`src/rtl/jmp_irq_control_unit.sv`:
```
// Control-flow resolver for the program-memory stage: jumps, flag branches,
// prioritised vectored interrupts with RETI, and a fixed flush-stall after each redirect.
module jmp_irq_control_unit #(
  parameter int                ADDR_W       = 16,
  parameter int                OP_W         = 6,
  parameter int                NUM_IRQ      = 4,
  parameter logic [ADDR_W-1:0] VEC_BASE     = 16'h0100,
  parameter int                VEC_STRIDE   = 4,
  parameter int                FLUSH_CYCLES = 2,
  parameter logic [OP_W-1:0]   OP_JMP       = 6'd12,
  parameter logic [OP_W-1:0]   OP_JZ        = 6'd13,
  parameter logic [OP_W-1:0]   OP_JC        = 6'd14,
  parameter logic [OP_W-1:0]   OP_RETI      = 6'd15,
  parameter logic [OP_W-1:0]   OP_EI        = 6'd16,
  parameter logic [OP_W-1:0]   OP_DI        = 6'd17
) (
  input  logic               clk,
  input  logic               reset,
  input  logic [OP_W-1:0]    op,
  input  logic [ADDR_W-1:0]  jmp_addr,
  input  logic [ADDR_W-1:0]  cur_addr,
  input  logic [1:0]         flag_ex,
  input  logic [NUM_IRQ-1:0] irq,
  output logic [ADDR_W-1:0]  jmp_loc,
  output logic               pc_mux_sel,
  output logic               stall,
  output logic [NUM_IRQ-1:0] irq_ack,
  output logic               in_isr,
  output logic               flag_restore,
  output logic [1:0]         saved_flags
);

  typedef enum logic {RUN, FLUSH} state_t;

  localparam logic [3:0] CNT_INIT = 4'(FLUSH_CYCLES - 1);

  state_t             state, state_next;
  logic [3:0]         cnt, cnt_next;
  logic               ie, ie_next;
  logic [NUM_IRQ-1:0] pending, pending_next;
  logic [NUM_IRQ-1:0] irq_prev;
  logic [NUM_IRQ-1:0] rise, eff_pending, grant, clr;
  logic [ADDR_W-1:0]  saved_pc, saved_pc_next;
  logic [ADDR_W-1:0]  vec_sel, target;
  logic [ADDR_W-1:0]  jmp_loc_next;
  logic               pc_mux_sel_next, stall_next, in_isr_next, flag_restore_next;
  logic [NUM_IRQ-1:0] irq_ack_next;
  logic [1:0]         saved_flags_next;
  logic               redirect;

  // Vector addresses are constants; the sum is formed wide and truncated so it wraps.
  logic [ADDR_W-1:0] vec_table [NUM_IRQ];
  for (genvar gi = 0; gi < NUM_IRQ; gi++) begin : g_vec
    localparam logic [31:0] VEC_ADDR = 32'(VEC_BASE) + 32'(gi) * 32'(VEC_STRIDE);
    assign vec_table[gi] = VEC_ADDR[ADDR_W-1:0];
  end

  // A fresh edge counts in the same cycle so it can pre-empt a coincident jump.
  always_comb begin
    rise        = irq & ~irq_prev;
    eff_pending = pending | rise;
    grant       = eff_pending & (~eff_pending + NUM_IRQ'(1));
    vec_sel     = '0;
    for (int i = 0; i < NUM_IRQ; i++) begin
      if (grant[i]) vec_sel = vec_sel | vec_table[i];
    end
  end

  always_comb begin
    state_next        = state;
    cnt_next          = cnt;
    ie_next           = ie;
    in_isr_next       = in_isr;
    saved_pc_next     = saved_pc;
    saved_flags_next  = saved_flags;
    jmp_loc_next      = jmp_loc;
    pc_mux_sel_next   = 1'b0;
    stall_next        = 1'b0;
    irq_ack_next      = '0;
    flag_restore_next = 1'b0;
    clr               = '0;
    redirect          = 1'b0;
    target            = jmp_loc;

    case (state)
      RUN: begin
        if (ie && !in_isr && (|eff_pending)) begin
          redirect         = 1'b1;
          target           = vec_sel;
          saved_pc_next    = cur_addr;
          saved_flags_next = flag_ex;
          in_isr_next      = 1'b1;
          irq_ack_next     = grant;
          clr              = grant;
        end else if (op == OP_RETI && in_isr) begin
          redirect          = 1'b1;
          target            = saved_pc;
          in_isr_next       = 1'b0;
          flag_restore_next = 1'b1;
        end else if (op == OP_JMP || (op == OP_JZ && flag_ex[0]) ||
                     (op == OP_JC && flag_ex[1])) begin
          redirect = 1'b1;
          target   = jmp_addr;
        end else if (op == OP_EI) begin
          ie_next = 1'b1;
        end else if (op == OP_DI) begin
          ie_next = 1'b0;
        end

        if (redirect) begin
          jmp_loc_next    = target;
          pc_mux_sel_next = 1'b1;
          stall_next      = 1'b1;
          state_next      = FLUSH;
          cnt_next        = CNT_INIT;
        end
      end
      FLUSH: begin
        stall_next = 1'b1;
        if (cnt == 4'd0) begin
          state_next = RUN;
          stall_next = 1'b0;
        end else begin
          cnt_next = cnt - 4'd1;
        end
      end
      default: state_next = RUN;
    endcase

    pending_next = eff_pending & ~clr;
  end

  always_ff @(posedge clk or negedge reset) begin
    if (!reset) begin
      state        <= RUN;
      cnt          <= '0;
      ie           <= 1'b0;
      pending      <= '0;
      irq_prev     <= '0;
      saved_pc     <= '0;
      saved_flags  <= '0;
      jmp_loc      <= '0;
      pc_mux_sel   <= 1'b0;
      stall        <= 1'b0;
      irq_ack      <= '0;
      in_isr       <= 1'b0;
      flag_restore <= 1'b0;
    end else begin
      state        <= state_next;
      cnt          <= cnt_next;
      ie           <= ie_next;
      pending      <= pending_next;
      irq_prev     <= irq;
      saved_pc     <= saved_pc_next;
      saved_flags  <= saved_flags_next;
      jmp_loc      <= jmp_loc_next;
      pc_mux_sel   <= pc_mux_sel_next;
      stall        <= stall_next;
      irq_ack      <= irq_ack_next;
      in_isr       <= in_isr_next;
      flag_restore <= flag_restore_next;
    end
  end

endmodule

```
`config.mk`:
```
export PLATFORM = sky130hd
export DESIGN_NAME = jmp_irq_control_unit
export DESIGN_NICKNAME = d
export VERILOG_FILES = /design/src/rtl/jmp_irq_control_unit.sv
export SDC_FILE = /design/constraint.sdc
export NUM_CORES = 1
export LEC_CHECK = 0
export ABC_CLOCK_PERIOD_IN_PS = 1950
export CELL_PAD_IN_SITES_DETAIL_PLACEMENT = 1
export CELL_PAD_IN_SITES_GLOBAL_PLACEMENT = 1
export CORE_AREA = 2 2 102 74
export CTS_BUF_LIST = sky130_fd_sc_hd__clkbuf_4 sky130_fd_sc_hd__clkbuf_8 sky130_fd_sc_hd__clkbuf_16
export DETAILED_ROUTE_END_ITERATION = 12
export DIE_AREA = 0 0 104 76
export PLACE_DENSITY_LB_ADDON = 0.1
export SYNTH_ARGS = -nofsm -noshare
export SYNTH_HDL_FRONTEND = slang
export SYNTH_SLANG_ARGS = --single-unit
```
`constraint.sdc`:
```
create_clock -name clk -period 1.95 [get_ports clk]
set_input_delay 0.2925 -clock clk [delete_from_list [all_inputs] [get_ports clk]]
set_output_delay 0.2925 -clock clk [all_outputs]
set_load 0.005 [all_outputs]
```
==> results_dict.tcl <==
set metrics [dict create \
    wl_per_cell_um 15.7 \
    numClockSinks 55 \
    setup_viol 0 \
    p_clk_share_pct 18.5 \
    holdWs_ns 0.445 \
    combinationalPowerShare_pct 37.0 \
    dp.cells 375 \
    cp_max_fo 6 \
    ys_types 41 \
    root_buffer "clkbuf_8" \
    synth-edff-count 0 \
    core-area_mm2 0.00703 \
    maxCapViolations 0 \
    slowest_delay_ns 0.48 \
    drt_first_pass_iters 4 \
    hpwl_um 4710 \
    r2r-end "saved_pc[6]" \
    via_per_inst 4.67 \
    syn_inst 186 \
    ant_nets 0 \
    placed_area_mm2 0.00348 \
    clock_latency_ns 0.31 \
    period_needed_ns 1.84 \
    synthFlopType "dfrtp_1" \
    p_leak_nw 1.60 \
    start_kind "input pin" \
    fp-row-count 26 \
    portBuffers 71 \
    grt_first_pass_wirelength_um 10000 \
    grt_usage_pct 15.9 \
    grt_max_degree 36 \
    critPathArrivalTime_ns 2.08 \
    clkTransAtPathRegs_ns 0.10 \
    worstHoldStart "irq[2]" \
    final_util_pct 51.3 \
    whs_endpoint "irq_prev[2]" \
    synth_nets 233 \
    p_per_area_mw_per_mm2 1140 \
    post-route-period-util_pct 94.4 \
    required_ns 2.19 \
    ir_worst_vdd_mv 0.524 \
    grt_overflow 0 \
    async_reset_ff_share_pct 100 \
    cts_made_buffers 5 \
    h-tree-depth 2 \
    slowest_stage "a2111oi_4" \
    hold_class "input pin to flop" \
    p_sw_share_pct 28.4 \
    seq_area_frac_synth_pct 55.1 \
    num_antenna_cells 0 \
    yosysWarnings 0 \
    drc 0 \
    post-cts-setup-buffers 0 \
    tightest_slew_ns 0.537 \
    slew-limit-headroom_pct 64.2 \
    grt_pass1_vias 1939 \
    min_path_cells 1 \
    slew_violations 0 \
    rr_startpoint "in_isr" \
    synth_area_mm2 0.00250 \
    fin_area_mm2 0.00361 \
    initial_utilization_pct 35.5 \
    antenna_found_initial 0 \
    worstPathCellList "clkdlybuf4s50_1 -> a2111oi_4 -> a31oi_2 -> or2_1 -> buf_4 -> o2bb2ai_1" \
    cts_tree "yes" \
    outcome "complete, no violations" \
    area_delta_synth_final_pct 44.5 \
    skew_ns 0.00607 \
    avgSynthCellArea_um2 13.4 \
    crit_type "input pin to flop" \
    rsz0062_at_grt "no" \
    drt-total-wl_um 6040 \
    nets 332 \
    ys_seq_elements 55 \
    pin_count 72 \
    crit_path_end_kind "flop" \
    drive_gt1_share_pct 26.6 \
    vias 1792 \
    reg2reg_slack_ns 0.13 \
    clk_path_buf_depth 2 \
    place_ws_ns -0.233 \
    p_seq_share_pct 44.4 \
    drt_iter0_drc 31 \
    switching_power_mw 1.17 \
    fmax_ghz 0.543 \
    postLayoutSetupSlackWorst_ns 0.110 \
    die_h_um 76 \
    finalNonFillerCells 384 \
    internal-power_mw 2.94 \
    num-fill-cells 758 \
    hold_viol_final 0 \
    gp_congestion 0.762 \
    r2r_cells 5 \
    die_x_um 104 \
    fp.dieArea_mm2 0.00790 \
]
## Yosys cell counts, types with 3 or more instances
| cell type | number | area [µm²] |
|---|---|---|
| dfrtp_1 | 55 | 1380 |
| mux2i_1 | 13 | 130 |
| nand2_1 | 12 | 45.0 |
| mux2_2 | 10 | 113 |
| o2bb2ai_2 | 10 | 150 |
| mux2_4 | 9 | 135 |
| nor2_1 | 9 | 33.8 |
| nand2b_1 | 7 | 43.8 |
| inv_1 | 6 | 22.5 |
| a21oi_1 | 5 | 25.0 |
| o21ai_0 | 5 | 25.0 |
| a31oi_1 | 3 | 18.8 |
| buf_6 | 3 | 33.8 |
| o2bb2ai_1 | 3 | 26.3 |
## placed cells by master (no fill, tap or decap), drive strengths merged, types with 5 or more instances in the layout
cell type	instances
a21oi	8
o2bb2ai	13
clkbuf	5
inv	8
buf	28
nor2	9
dfrtp	55
mux2	19
clkdlybuf4s50	70
o21ai	5
nand2b	7
mux2i	13
nand2	12
## how the worst max path moves through the flow
| stage | start | endpoint | slack [ns] | depth (start not counted) |
|---|---|---|---|---|
| 2_1_floorplan | in_isr | saved_flags[1] | 0.16 | 6 |
| 3_3_place_gp | irq[2] | saved_pc[7] | -0.15 | 6 |
| 3_5_place_dp | irq[2] | jmp_loc[4] | -0.23 | 7 |
| 4_1_cts | irq[2] | jmp_loc[0] | 0.1 | 7 |
| 5_1_grt | irq[2] | jmp_loc[4] | 0.01 | 7 |
| 6_report | irq[3] | jmp_loc[0] | 0.11 | 6 |
## layer usage
metal,wire (µm),part of all wire [%],global-route usage [%],vias up
met5,0,0,0,-
met4,71,1.2,4.46,0
met3,269,4.5,3.59,7
met2,2680,44,23.6,43
met1,3020,50,23.5,880
li1,-,-,-,862
## power groups by stage
stage | Sequential, mW | Combinational [mW] | Clock (mW)
after global routing | 1.89 | 1.65 | 0.834
after global placement | 1.85 | 1.49 | 0
final | 1.82 | 1.52 | 0.761
after floorplan | 1.80 | 0.782 | 0
after CTS | 1.83 | 1.54 | 0.794
after detailed placement | 1.85 | 1.53 | 0
## cell type report
class                   count  area (µm²)  area share (%)
clock buffers               5        68.8            1.91
clock inverters             3        43.8            1.21
flip-flops and latches     55        1380            38.2
multi-input cells         116        1030            28.7
well taps                  98         123            3.40
inverters                   8        30.0           0.833
repair buffers             99         931            25.8
## sequential cells by signal, indices dropped and copies added (netlist names)
name	cells
cnt	4
irq_ack	4
saved_flags	2
irq_prev	4
pending	4
saved_pc	16
ie	1
state	1
flag_restore	1
pc_mux_sel	1
jmp_loc	16
in_isr	1
## critical path: cells and delay by family
family / cells / cell delay [ns]
AO/OA/AOI/OAI: 3 / 0.81
buffers and inverters: 2 / 0.65
AND/OR/NAND/NOR: 1 / 0.31
## cells by family after synthesis
logic type	Yosys count	share of synthesized area [%]
flops	55	55.1
mux	32	15.1
buf+inv	15	4.06
xor+xnor	1	0.351
simple gates	42	8.87
compound gates	40	15.9
fa+ha+maj	1	0.501
## timing repair
action,4_1_cts,5_1_grt
resized for setup,0,1
endpoints found under the setup margin,0,1
endpoints found under the hold margin,20,0
hold buffers,1,0
## stage by stage
stage	TNS, ns	power [mW]
4_1_cts	0	4.17
2_1_floorplan	0	2.58
6_report	0	4.11
3_3_place_gp	-4.02	3.34
3_5_place_dp	-5.82	3.38
5_1_grt	0	4.37
(Power assumes the default switching activity.)
